--- config.mk ---
export PLATFORM = sky130hd
export DESIGN_NAME = program_loader
export DESIGN_NICKNAME = d
export VERILOG_FILES = /design/src/rtl/program_loader.sv
export SDC_FILE = /design/constraint.sdc
export NUM_CORES = 1
export LEC_CHECK = 0
export BUFFER_PORTS_ARGS = -buffer_cell sky130_fd_sc_hd__buf_2
export CAP_MARGIN = 20
export CORE_ASPECT_RATIO = 0.7
export CORE_UTILIZATION = 60
export DETAILED_ROUTE_END_ITERATION = 8
export GPL_ROUTABILITY_DRIVEN = 0
export HOLD_SLACK_MARGIN = 0.08
export PLACE_DENSITY = 0.85
export SLEW_MARGIN = 0
export SYNTH_ARGS = -nofsm -noshare
export SYNTH_HDL_FRONTEND = slang
export SYNTH_SLANG_ARGS = --single-unit
--- constraint.sdc ---
create_clock -name clk -period 4.8 [get_ports clk]
set_clock_uncertainty 0.1 [all_clocks]
set_input_delay 0.24 -clock clk [delete_from_list [all_inputs] [get_ports clk]]
set_output_delay 0.24 -clock clk [all_outputs]
set_load 0.1 [all_outputs]
--- src/rtl/program_loader.sv ---
`default_nettype none
// ============================================================================
//  Module   : program_loader
//  Purpose  : Loads a program into instruction memory over a UART byte link.
//             Sends a sync byte, receives a 32-bit big-endian word count and
//             that many big-endian words, writes each word to consecutive
//             addresses, then acknowledges the host.
//  Options  : LOADER_CHECKSUM_EN - when defined, a trailing big-endian word
//             must equal the mod-2^32 sum of the data words; a mismatch is
//             answered with 8'hEE and the loader ends in ERR.
//  Revision : 1.0 - initial release
// ============================================================================
module program_loader #(
   parameter int         ADDR_W    = 12,
   parameter logic [7:0] SYNC_BYTE = 8'hAA,
   parameter logic [7:0] ACK_BYTE  = 8'h55
) (
   input  logic              clk,
   input  logic              rstn,
   input  logic              start,
   input  logic [7:0]        rx_data,
   input  logic              rx_valid,
   output logic [7:0]        tx_data,
   output logic              tx_start,
   input  logic              tx_busy,
   output logic [ADDR_W-1:0] imem_addr,
   output logic [31:0]       imem_din,
   output logic              imem_we,
   output logic              busy,
   output logic              done,
   output logic              err,
   output logic [ADDR_W:0]   word_cnt
);

   // Largest accepted program length: exactly fills the memory.
   localparam logic [32:0] c_max_len   = 33'd1 << ADDR_W;
   localparam logic [7:0]  c_nack_byte = 8'hEE;

   typedef enum logic [3:0] {
      ST_IDLE      = 4'd0,
      ST_SYNC      = 4'd1,
      ST_SYNC_WAIT = 4'd2,
      ST_LEN       = 4'd3,
      ST_DATA      = 4'd4,
      ST_WRITE     = 4'd5,
      ST_ACK       = 4'd6,
      ST_ACK_WAIT  = 4'd7,
      ST_DONE      = 4'd8,
      ST_ERR       = 4'd9
`ifdef LOADER_CHECKSUM_EN
      ,
      ST_CHK       = 4'd10
`endif
   } state_t;

   state_t            r_state;
   logic              r_tx_first;   // first cycle after a tx pulse: tx_busy not yet valid
   logic [1:0]        r_byte_idx;   // position of the next byte within its word
   logic [23:0]       r_shift;      // first three bytes of the word being assembled
   logic [ADDR_W:0]   r_len;        // accepted program length in words
`ifdef LOADER_CHECKSUM_EN
   logic [31:0]       r_sum;        // running mod-2^32 sum of the data words
   logic              r_nack;       // the reply being sent is a checksum rejection
`endif

   logic              w_rx_take;
   logic              w_last_byte;
   logic [31:0]       w_word;
   logic [ADDR_W:0]   w_cnt_next;

   // Bytes are only accepted while a length, data or checksum word is expected;
   // a byte arriving during WRITE already belongs to the following word.
   assign w_rx_take   = rx_valid && ((r_state == ST_LEN) || (r_state == ST_DATA) ||
`ifdef LOADER_CHECKSUM_EN
                                     (r_state == ST_CHK) ||
`endif
                                     (r_state == ST_WRITE));
   assign w_last_byte = w_rx_take && (r_byte_idx == 2'd3);
   assign w_word      = {r_shift, rx_data};
   assign w_cnt_next  = word_cnt + (ADDR_W+1)'(1);

   // Loader sequencer: state, byte assembly and all registered outputs.
   always_ff @(posedge clk) begin
      if (!rstn) begin
         r_state    <= ST_IDLE;
         r_tx_first <= 1'b0;
         r_byte_idx <= 2'd0;
         r_shift    <= 24'd0;
         r_len      <= '0;
`ifdef LOADER_CHECKSUM_EN
         r_sum      <= 32'd0;
         r_nack     <= 1'b0;
`endif
         tx_data    <= 8'd0;
         tx_start   <= 1'b0;
         imem_addr  <= '0;
         imem_din   <= 32'd0;
         imem_we    <= 1'b0;
         busy       <= 1'b0;
         done       <= 1'b0;
         err        <= 1'b0;
         word_cnt   <= '0;
      end else begin
         tx_start <= 1'b0;
         imem_we  <= 1'b0;

         if (w_rx_take) begin
            r_shift    <= {r_shift[15:0], rx_data};
            r_byte_idx <= r_byte_idx + 2'd1;
         end

         case (r_state)
            ST_IDLE, ST_DONE, ST_ERR: begin
               if (start) begin
                  word_cnt   <= '0;
                  r_byte_idx <= 2'd0;
                  r_shift    <= 24'd0;
`ifdef LOADER_CHECKSUM_EN
                  r_sum      <= 32'd0;
                  r_nack     <= 1'b0;
`endif
                  done       <= 1'b0;
                  err        <= 1'b0;
                  busy       <= 1'b1;
                  tx_data    <= SYNC_BYTE;
                  tx_start   <= 1'b1;
                  r_state    <= ST_SYNC;
               end
            end
            ST_SYNC: begin
               r_tx_first <= 1'b1;
               r_state    <= ST_SYNC_WAIT;
            end
            ST_SYNC_WAIT: begin
               if (r_tx_first) begin
                  r_tx_first <= 1'b0;
               end else if (!tx_busy) begin
                  r_state <= ST_LEN;
               end
            end
            ST_LEN: begin
               if (w_last_byte) begin
                  if (w_word == 32'd0) begin
                     r_len <= '0;
`ifdef LOADER_CHECKSUM_EN
                     r_state  <= ST_CHK;
`else
                     tx_data  <= ACK_BYTE;
                     tx_start <= 1'b1;
                     r_state  <= ST_ACK;
`endif
                  end else if ({1'b0, w_word} > c_max_len) begin
                     busy    <= 1'b0;
                     err     <= 1'b1;
                     r_state <= ST_ERR;
                  end else begin
                     r_len   <= w_word[ADDR_W:0];
                     r_state <= ST_DATA;
                  end
               end
            end
            ST_DATA: begin
               if (w_last_byte) begin
                  imem_we   <= 1'b1;
                  imem_addr <= word_cnt[ADDR_W-1:0];
                  imem_din  <= w_word;
`ifdef LOADER_CHECKSUM_EN
                  r_sum     <= r_sum + w_word;
`endif
                  r_state   <= ST_WRITE;
               end
            end
            ST_WRITE: begin
               word_cnt <= w_cnt_next;
               if (w_cnt_next == r_len) begin
`ifdef LOADER_CHECKSUM_EN
                  r_state  <= ST_CHK;
`else
                  tx_data  <= ACK_BYTE;
                  tx_start <= 1'b1;
                  r_state  <= ST_ACK;
`endif
               end else begin
                  r_state <= ST_DATA;
               end
            end
`ifdef LOADER_CHECKSUM_EN
            ST_CHK: begin
               if (w_last_byte) begin
                  tx_start <= 1'b1;
                  r_state  <= ST_ACK;
                  if (w_word == r_sum) begin
                     tx_data <= ACK_BYTE;
                  end else begin
                     tx_data <= c_nack_byte;
                     r_nack  <= 1'b1;
                  end
               end
            end
`endif
            ST_ACK: begin
               r_tx_first <= 1'b1;
               r_state    <= ST_ACK_WAIT;
            end
            ST_ACK_WAIT: begin
               if (r_tx_first) begin
                  r_tx_first <= 1'b0;
               end else if (!tx_busy) begin
                  busy <= 1'b0;
`ifdef LOADER_CHECKSUM_EN
                  if (r_nack) begin
                     err     <= 1'b1;
                     r_state <= ST_ERR;
                  end else begin
                     done    <= 1'b1;
                     r_state <= ST_DONE;
                  end
`else
                  done    <= 1'b1;
                  r_state <= ST_DONE;
`endif
               end
            end
            default: begin
               busy    <= 1'b0;
               r_state <= ST_IDLE;
            end
         endcase
      end
   end

endmodule
`default_nettype wire
# Word-level counts from Yosys, hierarchy flattened
# Index checks and enable logic that the tools add are counted.
[totals]
ff_bits = 114
in_bits = 13
out_inout_bits = 70
elab_cells = 113
[op_classes]
addsub = 2
magnitude_cmp = 1
eq_ne = 23
muxes = 48
n_bitwise = 1
n_reduce_logical = 24
[op_table]
columns = ["operator", "count"]
rows = [
  ["$mux 24", 3],
  ["$mux 13", 3],
  ["$mux 4", 9],
  ["$gt 32x13->1 const B", 1],
  ["$logic_not 32->1", 1],
  ["$mux 8", 4],
  ["$pmux 4 s8", 1],
  ["$pmux 13 s2", 1],
  ["$pmux 8 s3", 1],
  ["$ne 2x2->1 const B", 9],
  ["$mux 1", 17],
  ["$eq 4x3->1 const B", 4],
  ["$reduce_and 7->1", 2],
  ["$add 13x1->13 const B", 1],
  ["$eq 13x13->1", 1],
  ["$reduce_and 5->1", 2],
  ["$eq 4x2->1 const B", 2],
  ["$eq 4x4->1 const B", 2],
  ["$mux 2", 4],
  ["$reduce_bool 2->1", 4],
  ["$ne 2x1->1 const B", 3],
  ["$pmux 1 s2", 3],
  ["$reduce_and 2->1", 3],
  ["$reduce_or 5->1", 1],
  ["14 further kinds", 17],
]

# Depth between registers and ports, before layout
[logic_depth]
word_depth = 7
ltp_mapped = 9

# Worst setup path before layout
# Ideal clock, no wire load.
[synth_timing]
path_kind = "register to register"
start = "reg word_cnt[2]"
end = "reg tx_data[5]"
setup_time_ps = 117
t_arrival_ps = 2655
required_ps = 4583
slack_ps = 1928
stages_incl_launch_ff = 8
path_buffers = 2
path_cell_list = "dfxtp_1 -> buf_2 -> nand3_1 -> or3_1 -> clkbuf_1 -> o41ai_1 -> nand4_1 -> a22o_1"
[synth_between]
elab_chain_len = 4
[synth_lines]
columns = ["element", "line", "text"]
rows = [
  ["start: declaration", "32", "output logic [ADDR_W:0] word_cnt"],
  ["start signal: assignment", "174", "word_cnt <= w_cnt_next;"],
  ["$add 13x1->13", "80", "assign w_cnt_next = word_cnt + (ADDR_W+1)'(1);"],
  ["$eq 13x13->1", "175", "if (w_cnt_next == r_len) begin"],
  ["$ne 2x1->1 (no source line)", "--", ""],
  ["$reduce_and 5->1 (no source line)", "--", ""],
  ["end signal: assignment", "94", "tx_data <= 8'd0;"],
  ["end signal: assignment", "125", "tx_data <= SYNC_BYTE;"],
  ["end signal: assignment", "179", "tx_data <= ACK_BYTE;"],
  ["end: declaration", "23", "output logic [7:0] tx_data,"],
]
# Every way passes these cells.
# A chain may end at the register's enable or synchronous reset.

# Final worst setup path
[layout_timing]
start = "in rx_data[0]"
end = "reg r_len[10]"
[layout_between]
elab_chain_len = 3
word_cells_on_any_way = 5
[layout_lines]
columns = ["element", "line", "text"]
rows = [
  ["start: declaration", "21", "input logic [7:0] rx_data,"],
  ["$gt 32x13->1 or $logic_not 32->1 (tied branches)", "152, 143", ""],
  ["$ne 2x2->1 (no source line)", "--", ""],
  ["$reduce_and 3->1 (no source line)", "--", ""],
  ["end signal: assignment", "157", "r_len <= w_word[ADDR_W:0];"],
  ["end: declaration", "60", "logic [ADDR_W:0] r_len;"],
]
# Parallel ways exist; a longest one is shown, timed or not.

==> qor.log <==
[cells_and_area] most common cell after layout, fill and taps aside sky130_fd_sc_hd__nand2_1
[cells_and_area] ANT cells 0
[worst_setup_path] worst reg2reg startpoint r_shift[6]
[clock_network] total clock sinks 108
[pwr] P_int 1.30 mW
[pwr] switching power of the nets 709 uW
[synthesis] mux contribution to synthesized area 5.74%
[synthesis] Mean Syn Cell Area 8.02 um^2
[sta] top achievable clock speed 335 MHz
[worst_setup_path] CP Max Fanout 17
[sta] clock period minus final worst setup slack 2.99 ns
[cells_and_area] most used cells in the layout excluding fill and tap cells sky130_fd_sc_hd__nand2_1 (125), sky130_fd_sc_hd__dfxtp_1 (108), sky130_fd_sc_hd__buf_2 (82), sky130_fd_sc_hd__a21oi_1 (79), sky130_fd_sc_hd__nor2_1 (51)
[clock_network] later-pin clock latency in the skew report 0.37 ns
[floorplan] Die Y 76.1 um
[synthesis] XOR/XNOR share of the synthesized area 3.16%
[pwr] Clock Power Share 27.2%
[synthesis] largest family of logic cells by synthesized area simple AND/OR/NAND/NOR gates
[global_routing] GRT overflow 0
[worst_setup_path] Critical Setup Path Class in -> reg
[routing] detailed-route wire length 12200 um
[routing] detailed router's first-iteration violation count 419
[job] count of max-cap constraint violations 0
[pwr] VDD IR max 0.466 mV
[worst_setup_path] CP endpoint kind flip-flop
[synthesis] area share of the leading cell type in the synthesized netlist 45.9%
[worst_setup_path] crit-path most repeated cell sky130_fd_sc_hd__nand2_1
[pwr] total power after layout 2.01 mW
[floorplan] overall die width 108 um
[min_path] beginning of the worst hold path tx_busy
[synthesis] total of warnings raised by yosys 0
[synthesis] number of flops mapped to enable cells by yosys 0
[global_routing] wire length of the first global-routing pass 20100 um
[synthesis] synthesized cell area 4710 um^2
[sta] setup repair after global routing missed its margin no
[global_routing] overall fraction of global-route tracks in use 30.9%
[synthesis] compound-gate portion of the synthesized area 14.5%
[clock_network] clock slew at reported path FFs 0.09 ns
[synthesis] arithmetic-cell share of the synthesized area counting full adders, half adders and majority gates 0.532%
[global_routing] number of global-route vias before repair 4046
[placement] # port buffers 82
[synthesis] count of cell types in the netlist 44
[floorplan] initial core utilization 63.2%
[synthesis] simple-gate share of the synthesized area 25.5%
[worst_setup_path] endpoint required time on the critical path 4.92 ns
[clock_network] H-tree depth 3
[cells_and_area] # nets final 660
[routing] number of vias after detailed routing 4548
[sta] number of setup violations in the final report 0
[worst_setup_path] delay of the slowest cell on the worst path 0.90 ns
[synthesis] sequential area share after synthesis 45.9%
[clock_network] CTS buffer count 9
[clock_network] clock root cell sky130_fd_sc_hd__clkbuf_8
[placement] half-perimeter wire length of the detailed placement result 8410 um
[worst_setup_path] arrival time of data at the critical path endpoint 3.10 ns
[cells_and_area] share of layout cells above drive strength 1 16.2%
[floorplan] site row count 26
[routing] Routed WL per cell 16.3 um
[sta] Final period util 62.2%
[routing] detailed-router iteration count before antenna repair 5
[pwr] static leakage 2.04 nW
[pwr] sequential share of power 48.9%
[synthesis] top area cells in the synthesized netlist sky130_fd_sc_hd__dfxtp_1 (46%), sky130_fd_sc_hd__nand2_1 (10%), sky130_fd_sc_hd__a21oi_1 (8.4%), sky130_fd_sc_hd__mux2i_1 (5.7%), sky130_fd_sc_hd__nor2_1 (4.1%)
[pwr] Comb pwr share 23.9%
[floorplan] area of the core 7450 um^2
[synthesis] proportion of synthesized flip-flops having asynchronous set or reset 0%
[worst_setup_path] CP startpoint kind primary input
[cells_and_area] area growth from synthesis to layout 13.5%
[routing] via density per instance 6.10
[floorplan] full die area 8210 um^2
[sta] summed negative setup slack over all endpoints 0 ns
[worst_setup_path] critical path's slowest cell sky130_fd_sc_hd__a2111oi_4
[clock_network] TritonCTS clock tree yes
[sta] final number of hold-violating endpoints 0
[global_routing] initial antenna violation count 0
[synthesis] number of standard cells after synthesis 587
[worst_setup_path] worst setup path startpoint rx_data[0]
[sta] worst relative slew slack 40.4%
[clock_network] Clock Tree Buf Depth 2
[routing] Post-route DRC 0
[global_routing] maximum number of pins on one net before global-route repair 75
[sta] transition at the pin with the smallest max-transition slack 0.894 ns
[run_status] run status finished, final reports clean
[sta] final number of max-transition violations 0
[synthesis] count of state elements after synthesis 108
[pwr] power density normalized to cell area 377 nW/um^2
[synthesis] Yosys top cell by area sky130_fd_sc_hd__dfxtp_1
[pwr] switching share of power 35.2%
[worst_setup_path] critical path, cell by cell dlygate4sd3_1 > buf_2 > nor4_1 > nand3_1 > a2111oi_4 > nand2_1 > nand2_1 > a21oi_1
[synthesis] synthesized net count 602
[routing] number of routed nets with antenna violations 0
[floorplan] io pins 83
[min_path] Worst Hold Class in -> reg
[synthesis] top_reg_cell synth sky130_fd_sc_hd__dfxtp_1
==> flip-flops by register name, summed over array words and instances, names as in the netlist, 2 cells and up <==
signal      cells
tx_data         2
r_state         4
r_len          13
r_byte_idx      2
imem_din       32
word_cnt       13
imem_addr      12
r_shift        24
==> power groups by stage <==
| stage | Clock (mW) | Sequential, mW | Combinational, mW |
|---|---|---|---|
| 6_report | 0.547 | 0.984 | 0.481 |
| 5_1_grt | 0.584 | 0.991 | 0.521 |
| 4_1_cts | 0.549 | 0.982 | 0.474 |
| 3_5_place_dp | 0 | 1.00 | 0.468 |
| 3_3_place_gp | 0 | 0.999 | 0.457 |
| 2_1_floorplan | 0 | 1.03 | 0.362 |
==> Yosys cell counts, types with 2 or more instances <==
library cell	number
sky130_fd_sc_hd__a211oi_1	2
sky130_fd_sc_hd__a21oi_1	79
sky130_fd_sc_hd__a22oi_1	2
sky130_fd_sc_hd__a31oi_1	3
sky130_fd_sc_hd__and2_1	4
sky130_fd_sc_hd__and3_1	6
sky130_fd_sc_hd__and4_1	2
sky130_fd_sc_hd__buf_2	9
sky130_fd_sc_hd__buf_4	6
sky130_fd_sc_hd__clkbuf_1	32
sky130_fd_sc_hd__dfxtp_1	108
sky130_fd_sc_hd__ha_1	2
sky130_fd_sc_hd__inv_1	2
sky130_fd_sc_hd__mux2i_1	27
sky130_fd_sc_hd__nand2_1	125
sky130_fd_sc_hd__nand2b_1	5
sky130_fd_sc_hd__nand3_1	27
sky130_fd_sc_hd__nand4_1	7
sky130_fd_sc_hd__nor2_1	51
sky130_fd_sc_hd__nor2b_1	7
sky130_fd_sc_hd__nor3_1	4
sky130_fd_sc_hd__nor4_1	10
sky130_fd_sc_hd__o211ai_1	3
sky130_fd_sc_hd__o21ai_0	19
sky130_fd_sc_hd__or3_1	9
sky130_fd_sc_hd__or4_1	3
sky130_fd_sc_hd__xnor2_1	10
sky130_fd_sc_hd__xor2_1	7
==> per-stage QoR <==
| step | setup slack (ns) | hold WS, ns | instances | util, % | cell area, um^2 |
|---|---|---|---|---|---|
| after floorplan | 1.93 | 0.276 | 587 | - | 4710 |
| after global placement | 2.09 | 0.339 | 724 | 68.1 | 5070 |
| after detailed placement | 1.99 | 0.343 | 724 | 68.1 | 5070 |
| after CTS | 1.88 | 0.0875 | 746 | 71.7 | 5340 |
| after global routing | 1.52 | 0.105 | 746 | 71.7 | 5340 |
| final | 1.81 | 0.0963 | 746 | 71.7 | 5340 |
==> worst paths after layout <==
check	end	slack, ns	cells after the start
max	r_len[10]	1.81	8
min reg2reg	done	0.35	2
max reg2reg	r_len[10]	1.91	6
min	done	0.1	4
==> kinds of logic (layout without fill, tap and decap cells) <==
logic type,count (synthesis),after routing
simple gates,265,265
compound gates,119,119
flops,108,108
buf+inv,49,110
mux,27,27
xor+xnor,17,17
fa+ha+maj,2,2
==> critical path: cells and delay by family <==
kind	cells	cell delay, ns
buf+inv	2	0.69
compound gates	2	0.98
simple gates	4	1.19
==> layer usage <==
metal	GRT usage [%]	part of all wire (%)	vias up
met2	45.6	43	244
met5	0	0	-
li1	-	-	2132
met3	7.19	9.7	22
met1	45.6	46	2150
met4	7.12	1.4	0
==> what timing repair did <==
action	4_1_cts	5_1_grt
buffers inserted	0	0
hold endpoints to repair	18	0
gates resized for setup	0	0
hold buffers	8	0
endpoints found under the setup margin	0	0
==> cell type report <==
class / instances / area (um^2)
clock buffer: 11 / 141
clock inverter: 3 / 46.3
fill: 581 / 2110
inverter: 2 / 7.51
multi-input combinational: 430 / 2340
sequential: 108 / 2160
tap: 98 / 123
timing repair buffer: 94 / 520
Note: power is estimated with default switching activity, not from simulation.
